==> src/rtl/seg_to_binary_pkg.sv <==
// Shared definitions for the 7-segment to binary read-back path:
// segment patterns, FSM states and the reverse double-dabble step.
package seg_to_binary_pkg;

  // Active-high patterns, bit6..bit0 = a,b,c,d,e,f,g
  localparam logic [6:0] SEG_0     = 7'h7E;
  localparam logic [6:0] SEG_1     = 7'h30;
  localparam logic [6:0] SEG_2     = 7'h6D;
  localparam logic [6:0] SEG_3     = 7'h79;
  localparam logic [6:0] SEG_4     = 7'h33;
  localparam logic [6:0] SEG_5     = 7'h5B;
  localparam logic [6:0] SEG_6     = 7'h5F;
  localparam logic [6:0] SEG_7     = 7'h70;
  localparam logic [6:0] SEG_8     = 7'h7F;
  localparam logic [6:0] SEG_9     = 7'h7B;
  localparam logic [6:0] SEG_BLANK = 7'h00;

  localparam int unsigned SHIFT_CYCLES = 7;

  typedef enum logic [1:0] {
    IDLE  = 2'd0,
    SHIFT = 2'd1,
    DONE  = 2'd2
  } state_t;

  // Register layout {tens[3:0], ones[3:0], bin[6:0]}: shift right, then
  // correct each BCD nibble that landed at 8 or above by subtracting 3.
  function automatic logic [14:0] rdd_step(input logic [14:0] r);
    logic [14:0] s;
    s = {1'b0, r[14:1]};
    if (s[14:11] >= 4'd8) s[14:11] = s[14:11] - 4'd3;
    if (s[10:7]  >= 4'd8) s[10:7]  = s[10:7]  - 4'd3;
    return s;
  endfunction

endpackage

==> src/rtl/seg_to_binary_decode.sv <==
// Combinational 7-segment pattern to BCD digit decoder; a blank pattern
// is accepted as zero only when i_blank_ok is set.
module seg_digit_decode
  import seg_to_binary_pkg::*;
(
  input  logic [6:0] i_seg,
  input  logic       i_blank_ok,
  output logic [3:0] o_bcd,
  output logic       o_valid
);

  always_comb begin
    o_bcd   = '0;
    o_valid = 1'b1;
    case (i_seg)
      SEG_0:     o_bcd = 4'd0;
      SEG_1:     o_bcd = 4'd1;
      SEG_2:     o_bcd = 4'd2;
      SEG_3:     o_bcd = 4'd3;
      SEG_4:     o_bcd = 4'd4;
      SEG_5:     o_bcd = 4'd5;
      SEG_6:     o_bcd = 4'd6;
      SEG_7:     o_bcd = 4'd7;
      SEG_8:     o_bcd = 4'd8;
      SEG_9:     o_bcd = 4'd9;
      SEG_BLANK: o_valid = i_blank_ok;
      default:   o_valid = 1'b0;
    endcase
  end

endmodule

==> src/rtl/seg_to_binary.sv <==
// Two 7-segment digits (tens, ones) to 8-bit binary 0..99 via a
// sequential reverse double-dabble engine with start/busy/done handshake.
module seg_to_binary
  import seg_to_binary_pkg::*;
#(
  parameter bit          SEG_ACTIVE_LOW = 1'b0,
  parameter int unsigned SHIFT_CYCLES   = seg_to_binary_pkg::SHIFT_CYCLES
) (
  input  logic       clk,
  input  logic       rst_n,
  input  logic       start,
  input  logic [6:0] seg_l,
  input  logic [6:0] seg_r,
  output logic       busy,
  output logic       done,
  output logic       error,
  output logic [7:0] binary
);

  localparam int unsigned     CNT_W = $clog2(SHIFT_CYCLES + 1);
  localparam logic [CNT_W-1:0] LAST = CNT_W'(SHIFT_CYCLES - 1);

  logic [6:0]  w_seg_l;
  logic [6:0]  w_seg_r;
  logic [3:0]  w_tens;
  logic [3:0]  w_ones;
  logic        w_tens_ok;
  logic        w_ones_ok;
  logic [14:0] w_step;

  state_t           r_state;
  logic [14:0]      r_sr;
  logic [CNT_W-1:0] r_cnt;
  logic             r_busy;
  logic             r_done;
  logic             r_error;
  logic [7:0]       r_binary;

  assign w_seg_l = SEG_ACTIVE_LOW ? ~seg_l : seg_l;
  assign w_seg_r = SEG_ACTIVE_LOW ? ~seg_r : seg_r;

  seg_digit_decode u_dec_tens (
    .i_seg      (w_seg_l),
    .i_blank_ok (1'b1),
    .o_bcd      (w_tens),
    .o_valid    (w_tens_ok)
  );

  seg_digit_decode u_dec_ones (
    .i_seg      (w_seg_r),
    .i_blank_ok (1'b0),
    .o_bcd      (w_ones),
    .o_valid    (w_ones_ok)
  );

  assign w_step = rdd_step(r_sr);

  always_ff @(posedge clk or negedge rst_n) begin
    if (!rst_n) begin
      r_state  <= IDLE;
      r_sr     <= '0;
      r_cnt    <= '0;
      r_busy   <= 1'b0;
      r_done   <= 1'b0;
      r_error  <= 1'b0;
      r_binary <= '0;
    end else begin
      case (r_state)
        IDLE: begin
          if (start) begin
            if (w_tens_ok && w_ones_ok) begin
              r_sr    <= {w_tens, w_ones, 7'd0};
              r_cnt   <= '0;
              r_error <= 1'b0;
              r_busy  <= 1'b1;
              r_state <= SHIFT;
            end else begin
              r_error  <= 1'b1;
              r_binary <= '0;
              r_done   <= 1'b1;
              r_state  <= DONE;
            end
          end
        end
        SHIFT: begin
          r_sr  <= w_step;
          r_cnt <= r_cnt + 1'b1;
          // The final shift's result is taken straight from the step logic
          if (r_cnt == LAST) begin
            r_binary <= {1'b0, w_step[6:0]};
            r_done   <= 1'b1;
            r_busy   <= 1'b0;
            r_state  <= DONE;
          end
        end
        DONE: begin
          r_done  <= 1'b0;
          r_state <= IDLE;
        end
        default: begin
          r_busy  <= 1'b0;
          r_done  <= 1'b0;
          r_state <= IDLE;
        end
      endcase
    end
  end

  assign busy   = r_busy;
  assign done   = r_done;
  assign error  = r_error;
  assign binary = r_binary;

endmodule

==> config.mk <==
export PLATFORM = sky130hd
export DESIGN_NAME = seg_to_binary
export DESIGN_NICKNAME = d
export VERILOG_FILES = /design/src/rtl/seg_to_binary_pkg.sv /design/src/rtl/seg_to_binary_decode.sv /design/src/rtl/seg_to_binary.sv
export SDC_FILE = /design/constraint.sdc
export NUM_CORES = 1
export LEC_CHECK = 0
export CORE_UTILIZATION = 31
export DETAILED_ROUTE_END_ITERATION = 10
export MAX_ROUTING_LAYER = met4
export PLACE_DENSITY = 0.62
export REMOVE_ABC_BUFFERS = 1
export SLEW_MARGIN = 20
export SYNTH_ARGS = -nofsm -noshare
export SYNTH_HDL_FRONTEND = slang
export SYNTH_HIERARCHICAL = 1
export SYNTH_SLANG_ARGS = --single-unit
==> constraint.sdc <==
create_clock -name clk -period 1.65 [get_ports clk]
set_input_delay 0.33 -clock clk [delete_from_list [all_inputs] [get_ports clk]]
set_output_delay 0.33 -clock clk [all_outputs]
set_load 0.02 [all_outputs]
* Yosys cells after proc, flatten, opt, wreduce, memory -nomap -nowiden
Cells that the tools add are included.
** Storage, ports and cells
- Bits in registers :: 31
- Input bits :: 17
- Logic and storage cells :: 78
** Operators by class
- Add/subtract/negate cells :: 2
- Magnitude comparators :: 1
- Eq/ne operators :: 27
- Mux-type cells :: 28
- Bitwise gates (word level) :: 1
- Reduce and logical (&&, ||, !) cells :: 12
** Operators with widths (number)
- $eq 7x7->1 const B :: 16
- $pmux 4 s9 :: 2
- $mux 15 :: 2
- $pmux 15 s2 :: 1
- $eq 7x6->1 const B :: 4
- $mux 8 :: 3
- $pmux 8 s2 :: 1
- $reduce_or 11->1 :: 1
- $reduce_or 10->1 :: 1
- $mux 1 :: 9
- $ne 2x2->1 const B :: 4
- $reduce_and 4->1 :: 2
- $logic_not 7->1 :: 1
- $mux 2 :: 3
- $mux 3 :: 2
- $pmux 3 s2 :: 1
- $reduce_and 3->1 :: 2
- $ge 4x4->1 const B :: 1
- $mux 4 :: 1
- $pmux 2 s2 :: 1
- $reduce_and 2->1 :: 2
- $sub 4x2->4 const B :: 1
- $add 3x1->3 const B :: 1
- $eq 3x3->1 const B :: 1
- other kinds (8) :: 8

* Logic depth before layout (Yosys ltp)
- Word-level depth :: 7
- Mapped depth :: 9

* Cells and area by module
Netlist, hierarchy kept.
** By module, submodules not included
- seg_to_binary :: instances 1, cells each 118, area each 1370.1 sq um, seq. area each 725.7 sq um
- seg_digit_decode :: instances 2, cells each 27, area each 203.9 sq um, seq. area each 0.0 sq um

* Least setup slack after synthesis
No wires, ideal clock.
- Path type :: input to register
- Start point :: in seg_l[4]
- End point :: reg r_done (netlist: done)
- Arrival time :: 1.981 ns
- Required time :: 1.532 ns
- Setup slack :: -0.449 ns
- Stages on the path :: 8
- Buffers on the path :: 2
- Cell sequence :: buf_4 > xnor2_1 > or4b_4 > nand4b_1 > nand2_1 > o221a_2 > buf_2 > a21o_1
** Between the ends
- Word-level cells in the longest chain between the ends :: 6
- Elaborated cells between the ends (all ways) :: 16
- Classes of those cells :: eq/ne: 11; mux: 1; reduce/logical: 4
** RTL lines
- start, declared :: RTL line seg_to_binary.sv:12 : input logic [6:0] seg_l,
- $eq 7x7->1, or another cell as far along :: RTL line seg_to_binary_decode.sv:15 : case (i_seg)
- $reduce_or 11->1 (no line) (*)
- $mux 1 (*) :: RTL line seg_to_binary_decode.sv:15
- net w_tens_ok :: RTL line seg_to_binary.sv:27 : logic w_tens_ok;
- $logic_and 1x1->1 (*) :: RTL line seg_to_binary.sv:71 : if (w_tens_ok && w_ones_ok) begin
- $ne 2x2->1 (no line) (*)
- $reduce_and 3->1 (no line) (*)
- end signal, assigned :: RTL line seg_to_binary.sv:64 : r_done <= 1'b0;
- end signal, assigned :: RTL line seg_to_binary.sv:80 : r_done <= 1'b1;
- end signal, assigned :: RTL line seg_to_binary.sv:91 : r_done <= 1'b1;
- end, declared :: RTL line seg_to_binary.sv:35 : logic r_done;
Mark *: on every way through the listed nets, which the timed path passes. The rest lies on a longest branch.
A chain may end at the register's enable or synchronous reset.

* Worst setup path in the final report
- Start point :: in seg_r[2]
- End point :: reg r_sr[8]
** Between the ends
- Word-level cells in the longest chain between the ends :: 6
- Elaborated cells between the ends (all ways) :: 19
- Classes of those cells :: eq/ne: 11; mux: 5; reduce/logical: 3
** RTL lines
- start, declared :: RTL line seg_to_binary.sv:13 : input logic [6:0] seg_r,
- $eq 7x7->1 or $eq 7x6->1 (tied branches) :: RTL line seg_to_binary_decode.sv:15
- $reduce_or 10->1 (no line) (*)
- $mux 1 (*) :: RTL line seg_to_binary_decode.sv:15
- net w_ones_ok :: RTL line seg_to_binary.sv:28 : logic w_ones_ok;
- $logic_and 1x1->1 (*) :: RTL line seg_to_binary.sv:71
- $ne 2x2->1 (no line) (*)
- $reduce_and 3->1 (no line) (*)
- end signal, assigned :: RTL line seg_to_binary.sv:72 : r_sr <= {w_tens, w_ones, 7'd0};
- end signal, assigned :: RTL line seg_to_binary.sv:86 : r_sr <= w_step;
- end, declared :: RTL line seg_to_binary.sv:32 : logic [14:0] r_sr;
Mark *: on every way through the listed nets, which the timed path passes. The rest lies on a longest branch. The select of a mux whose other input is x is not followed.

==> flow_summary.ini <==
[pwr]
seq_power_share_pct = 44.5
swShare_pct = 28.70
p_int_mw = 1.421
p_per_area_mw_per_mm2 = 728.0
ir_worst_vdd_mv = 0.3581
pwr-share-comb_pct = 23.5
clkPwrFrac_pct = 32.0
switchingPower_uw = 571.9
p_leak_nw = 1.255

[synthesis]
synth.area.top_cells = dfrtp_1 41%, a22o_1 3.9%, mux2i_1 3.9%
synthArstFlopShare_pct = 100.0
ys.flop_type = dfrtp_1
synth_top_family_by_area = simple AND/OR/NAND/NOR gates
synth-compound-area-share_pct = 20.27
syn-cell-area_mm2 = 0.001778
avgSynthCellArea_um2 = 10.34
ys_warn_count = 6
synth-simple-area-share_pct = 21.04
synth_cell_types = 49
yosysTopAreaCell = dfrtp_1
syn-instance-count = 172
synthAdderAreaFrac_pct = 2.815
yosysTopAreaCellShare_pct = 40.82
synth.yosys.seq_area_share_pct = 40.82
synth_xor_area_share_pct = 1.970
synth-seq-cells = 29
synth_edf_count = 0
synth_mux_area_share_pct = 3.941

[place]
dp_hpwl_um = 2832
dp_cells = 296
placed_area_mm2 = 0.002323
gp_congestion = 0.8468
placement.io_buffers = 26

[timing]
worst_pin_slew_ps = 548.4
fin_crit_sh_pct = 118.4
setup_violations = 28
fin_crit_ps = 1954
fin_skew_ps = 9.751
max_freq_ghz = 0.5117
hold_violations = 0
rsz0062_at_grt = yes
finalMaxSlewViolations = 0
fin_ws_ps = -304.4
slew_headroom_pct = 63.31

[setup_path]
path_cells = buf_8, buf_6, nor4_4, nand4_1, o311ai_2, nand4b_1, buf_4, nand4b_4, and2_4, a221o_1
setup.worst_path.end_class = register
cp-endpoint = r_sr[8]
rrSetupSlack_ps = 170
cp_num_buf_inv = 3
cp_data_required_time_ps = 1810
reg2reg_depth = 3
crit_fanout = 4
slowest_delay_ps = 310
worstSetupStartpointType = primary input
cp-startpoint = seg_r[2]
crit_slowest_cell = a221o_1
r2r-end = r_sr[13]
path_depth = 10
arrival_ps = 2120
critPathTopFamily = simple AND/OR/NAND/NOR gates
r2r-start = r_state[0]
path_class = in2reg

[job]
maxCapViolCount = 0

[drt]
wirelength_um = 4396
dr.pass1.iters = 4
ant_nets = 0
drc_errors = 0
via_per_inst = 4.963
drt_iter0_drc = 65
wl_per_cell_um = 13.57
vias = 1608

[grt]
grt_max_degree = 30
grt_use_total_pct = 16.43
grt_overflow_total = 0
grt_pass1_vias = 1653
grt_pass1_wl_um = 7555
antenna_found_initial = 0

[die]
die_area_mm2 = 0.006042
num_rows = 27
ios = 28
dieWidth_um = 77.73
initial_core_util_pct = 32.29
core_area_mm2 = 0.005507
die_y_um = 77.73

[cts]
clockBufferDepth = 2
clkLatencyLatePin_ps = 280
cts_tree = yes
clk_transition_reported_paths_ps = 60
htreeDepth = 2
root_buffer = clkbuf_8
cts.sinks = 29
numCtsBuffers = 5

[final_layout]
antenna_cells = 0
syn_to_final_growth_pct = 53.98
seqCellArea_um2 = 725.7
multi_input_area_mm2 = 0.001064
final_area_mm2 = 0.002738
stdcell_count = 324
drive_above_1_share_pct = 43.25
fin_nets = 272
nFillCells = 519

[run_status]
violations = setup timing
status = finished, violations left

[worst_hold_path]
hp-class = in2async
## power groups by stage
stage | logic [mW] | registers (mW) | clock network, mW
after CTS | 0.463 | 0.886 | 0.655
after detailed placement | 0.412 | 0.895 | 0
after floorplan | 0.208 | 0.880 | 0
after global placement | 0.402 | 0.890 | 0
final | 0.468 | 0.887 | 0.638
after global routing | 0.523 | 0.902 | 0.691
## layout by cell type, fill, tap and decap left out, types with 2 or more instances in the layout
master           count
inv_1               15
nand3_2              3
nor3_1               2
clkbuf_8             7
o21ai_0              4
buf_4               45
a22o_1               8
buf_2               10
xnor2_1              2
nand4b_1             4
and3b_1              2
o311ai_2             2
o2bb2ai_1            4
o21ai_1              4
o2111a_1             2
nor2b_1              2
and2b_2              2
ha_1                 4
clkdlybuf4s50_1     12
dfrtp_1             29
a21o_1               2
nor2_1               6
nand4_1              2
nand2_1              4
a32oi_1              2
conb_1               3
buf_6               14
o2bb2ai_2            4
and2_1               2
nand3_1              7
nor3b_2              2
nor4_4               2
o311ai_1             2
a21oi_1              2
mux2i_1              6
or4b_4               2
## synth_stat cells (3+ instances only)
library cell and number:
a22o_1 8, ha_1 4, inv_1 15, nand3_1 10
xnor2_1 3, nand2_1 5, nor2_1 6, o2bb2ai_1 8
nand4b_1 4, buf_4 4, o21ai_0 7, buf_6 5
a21oi_1 3, o311ai_1 4, dfrtp_1 29, mux2i_1 7
## per-stage QoR
stage / hold slack, ps / setup slack, ps / utilization [%] / power (mW) / TNS [ps]
3_5_place_dp: 472.9 / -979.8 / 42.20 / 1.306 / -25380
6_report: 441.1 / -304.4 / 49.72 / 1.993 / -6418
5_1_grt: 479.7 / -392.9 / 49.72 / 2.116 / -9005
4_1_cts: 446.1 / -269.5 / 48.74 / 2.005 / -5207
2_1_floorplan: 34.41 / -324.9 / - / 1.088 / -3776
3_3_place_gp: 463.8 / -954.1 / 42.20 / 1.292 / -24600
## state kept, by name (all words and copies together) (netlist names)
register / cells
r_state: 2
r_cnt: 3
error: 1
binary: 7
done: 1
r_sr: 14
busy: 1
## per-layer routing
metal	global-route usage [%]	vias to the layer above	wire length, um	share of wire [%]
met5	-	-	0	0
met4	7.547	0	81	1.8
met3	2.118	7	124	2.8
met2	29.29	37	2367	54
met1	18.16	769	1822	41
li1	-	795	-	-
## worst min-delay path by stage
stage,startpoint,endpoint,slack [ps],depth (start not counted)
final,rst_n,r_state[0],440,2
after floorplan,rst_n,binary[0],30,0
after global routing,rst_n,error,480,2
after global placement,done,done,460,1
after CTS,rst_n,error,450,2
after detailed placement,r_sr[1],binary[0],470,1
## kinds of logic (layout without fill, tap and decap cells)
group	after synthesis	count (layout)
other cells	2	3
buf+inv	27	106
mux	7	7
fa+ha+maj	4	4
compound gates	46	46
flops	29	29
simple gates	53	53
xor+xnor	4	4
## cell type report
| cell class | instances | share of cell area [%] |
|---|---|---|
| multi-input cells | 117 | 38.85 |
| repair buffers | 83 | 25.59 |
| clock inverters | 1 | 0.1828 |
| clock buffers | 7 | 3.519 |
| inverters | 15 | 2.057 |
| flip-flops and latches | 29 | 26.51 |
| well taps | 72 | 3.291 |
## worst reg2reg max path, cell delays in order, from the launching register on
cell and delay, ps:
dfrtp_1 530, and2b_1 490, mux2i_2 280, o21ai_2 60
## what timing repair did
item / 4_1_cts / 5_1_grt
hold buffers: 0 / 0
setup buffers: 17 / 3
pin swaps: 30 / 7
gates resized for setup: 98 / 7
endpoints found under the setup margin: 29 / 29
Power figures use the tool's default switching activity.
==> RTL edit, RTL diff (same settings) <==
The parameter `SEG_ACTIVE_LOW` goes from 1'b0 to 1'b1.
--- a/src/rtl/seg_to_binary.sv
+++ b/src/rtl/seg_to_binary.sv
@@ -3,7 +3,7 @@
 module seg_to_binary
   import seg_to_binary_pkg::*;
 #(
-  parameter bit          SEG_ACTIVE_LOW = 1'b0,
+  parameter bit          SEG_ACTIVE_LOW = 1'b1,
   parameter int unsigned SHIFT_CYCLES   = seg_to_binary_pkg::SHIFT_CYCLES
 ) (
   input  logic       clk,
Formal check against the unedited RTL: not equivalent (a bounded check fails within 4 cycles, from zero or initial values and one cycle with rst_n low).
==> RTL edit against the unedited design <==
The run still ends with negative setup slack left. Critical path depth is 1 higher. Clock skew is 0.0045 ns lower. Wire length is 16% higher. Design area is 9.6% higher. Via count is 14% higher. Register-to-register slack better by 0.05 ns. Synthesized area is 3.7% higher. Power is 7.9% higher. Sequential share of layout area is 2.3 points lower. Synthesized cell count is 13% higher. Sequential cell count stayed put. Setup slack better by 0.073 ns. Critical path type unchanged. Largest power group unchanged. Highest routed layer unchanged.
==> RTL edit: results (changes against the unedited design) <==
- The total wire length after detailed routing was 5.10 mm (was 4.40 mm).
- IR drop worst, VDD: 382 uV (was 358 uV)
- R2R cell count: 5 (was 3)
- Maximum clock skew at final layout: 0.00522 ns (was 0.00975 ns)
* Number of setup buffers added after CTS: 25 (was 17)
* Final HPWL DP: 3.22 mm (was 2.83 mm)
- The number of failing setup endpoints in the final timing report came to 27 (was 28).
- Routed wl met2: 2.66 mm (was 2.37 mm)
- The violation count after the first detailed-routing iteration is 100 (was 65).
* Most common library cells after synthesis: sky130_fd_sc_hd__dfrtp_1, sky130_fd_sc_hd__inv_1, sky130_fd_sc_hd__nand2_1 (was sky130_fd_sc_hd__dfrtp_1, sky130_fd_sc_hd__inv_1, sky130_fd_sc_hd__nand3_1, sky130_fd_sc_hd__a22o_1, sky130_fd_sc_hd__o2bb2ai_1)
- Violated checks: negative setup slack (unchanged)
- The worst setup slack after placement was -0.996 ns (was -0.980 ns).
* Number of global-route vias before repair: 1833 (was 1653)
* Clock-cell share: 3.88% (was 3.70%)
- The global routing met3 resource utilization was 4.48% (was 2.12%).
- Area grow syn2layout: 62.8% (was 54.0%)
- Global-route wire length before repair: 8.39 mm (was 7.56 mm)
- Number of multi-input logic gates: 134 (was 117)
- Met1 GRT Util: 20.4% (was 18.2%)
- Number of placed instances with taps included: 321 (was 296)
* Post-route met1 wirelength: 2.21 mm (was 1.82 mm)
* Combined area of the multi-input logic cells: 0.00118 sq mm (was 0.00106 sq mm)
- Largest fanout on the critical path: 5 (was 4)
- Run status: finished with violations (unchanged)
- Pleak: 1.33 nW (was 1.26 nW)
- Cells after Synth: 194 (was 172)
- The net load switching power is 0.000593 W (was 0.000572 W).
- The xor and xnor area share after synthesis was 1.90% (was 1.97%).
- The post-route standard cell area excluding fillers came to 0.00300 sq mm (was 0.00274 sq mm).
* Worst setup slack after layout: -0.232 ns (was -0.304 ns)
- The routability congestion estimate is 0.830 (was 0.847).
- The fraction of layout cells with a size suffix above 1 was 49.5% (was 43.3%).
* Fill cell count: 510 (was 519)
## RTL edit: cell count changes after synthesis, sizes merged, moves of 2 or more
cell / before / now
a22o: 8 / 6
a22oi: 0 / 2
and4b: 0 / 2
inv: 15 / 21
mux2i: 7 / 4
nand2: 5 / 13
nand2b: 1 / 4
nor2: 7 / 9
nor3b: 2 / 4
o21ai: 9 / 13
o22ai: 0 / 3
## RTL edit: final timing paths
kind,startpoint,end,slack (ns)
setup / recovery,seg_l[6],r_cnt[1],-0.23
hold / removal,rst_n,r_sr[8],0.43
setup reg to reg,r_sr[8],r_sr[8],0.22
hold reg to reg,r_sr[12],r_sr[12],0.50
max in group asynchronous,rst_n,r_state[1],0.94
min in group clk,r_sr[12],r_sr[12],0.50
## RTL edit: worst max-delay path, stage by stage
cell                        delay, ns
sky130_fd_sc_hd__buf_6           0.10
sky130_fd_sc_hd__inv_4           0.06
sky130_fd_sc_hd__buf_4           0.11
sky130_fd_sc_hd__nor3b_2         0.04
sky130_fd_sc_hd__o2111ai_2       0.22
sky130_fd_sc_hd__o311ai_2        0.15
sky130_fd_sc_hd__nand4b_1        0.29
sky130_fd_sc_hd__and3_4          0.27
sky130_fd_sc_hd__o21ai_4         0.24
sky130_fd_sc_hd__buf_6           0.18
sky130_fd_sc_hd__o2bb2ai_4       0.11
## RTL edit: power groups by stage
stage / Clock [W] / Combinational [W] / Sequential, W
floorplan: 0 / 0.000210 / 0.000845
global placement: 0 / 0.000387 / 0.000844
detailed placement: 0 / 0.000395 / 0.000846
CTS: 0.000767 / 0.000493 / 0.000838
global route: 0.000804 / 0.000600 / 0.000859
finish: 0.000748 / 0.000553 / 0.000850
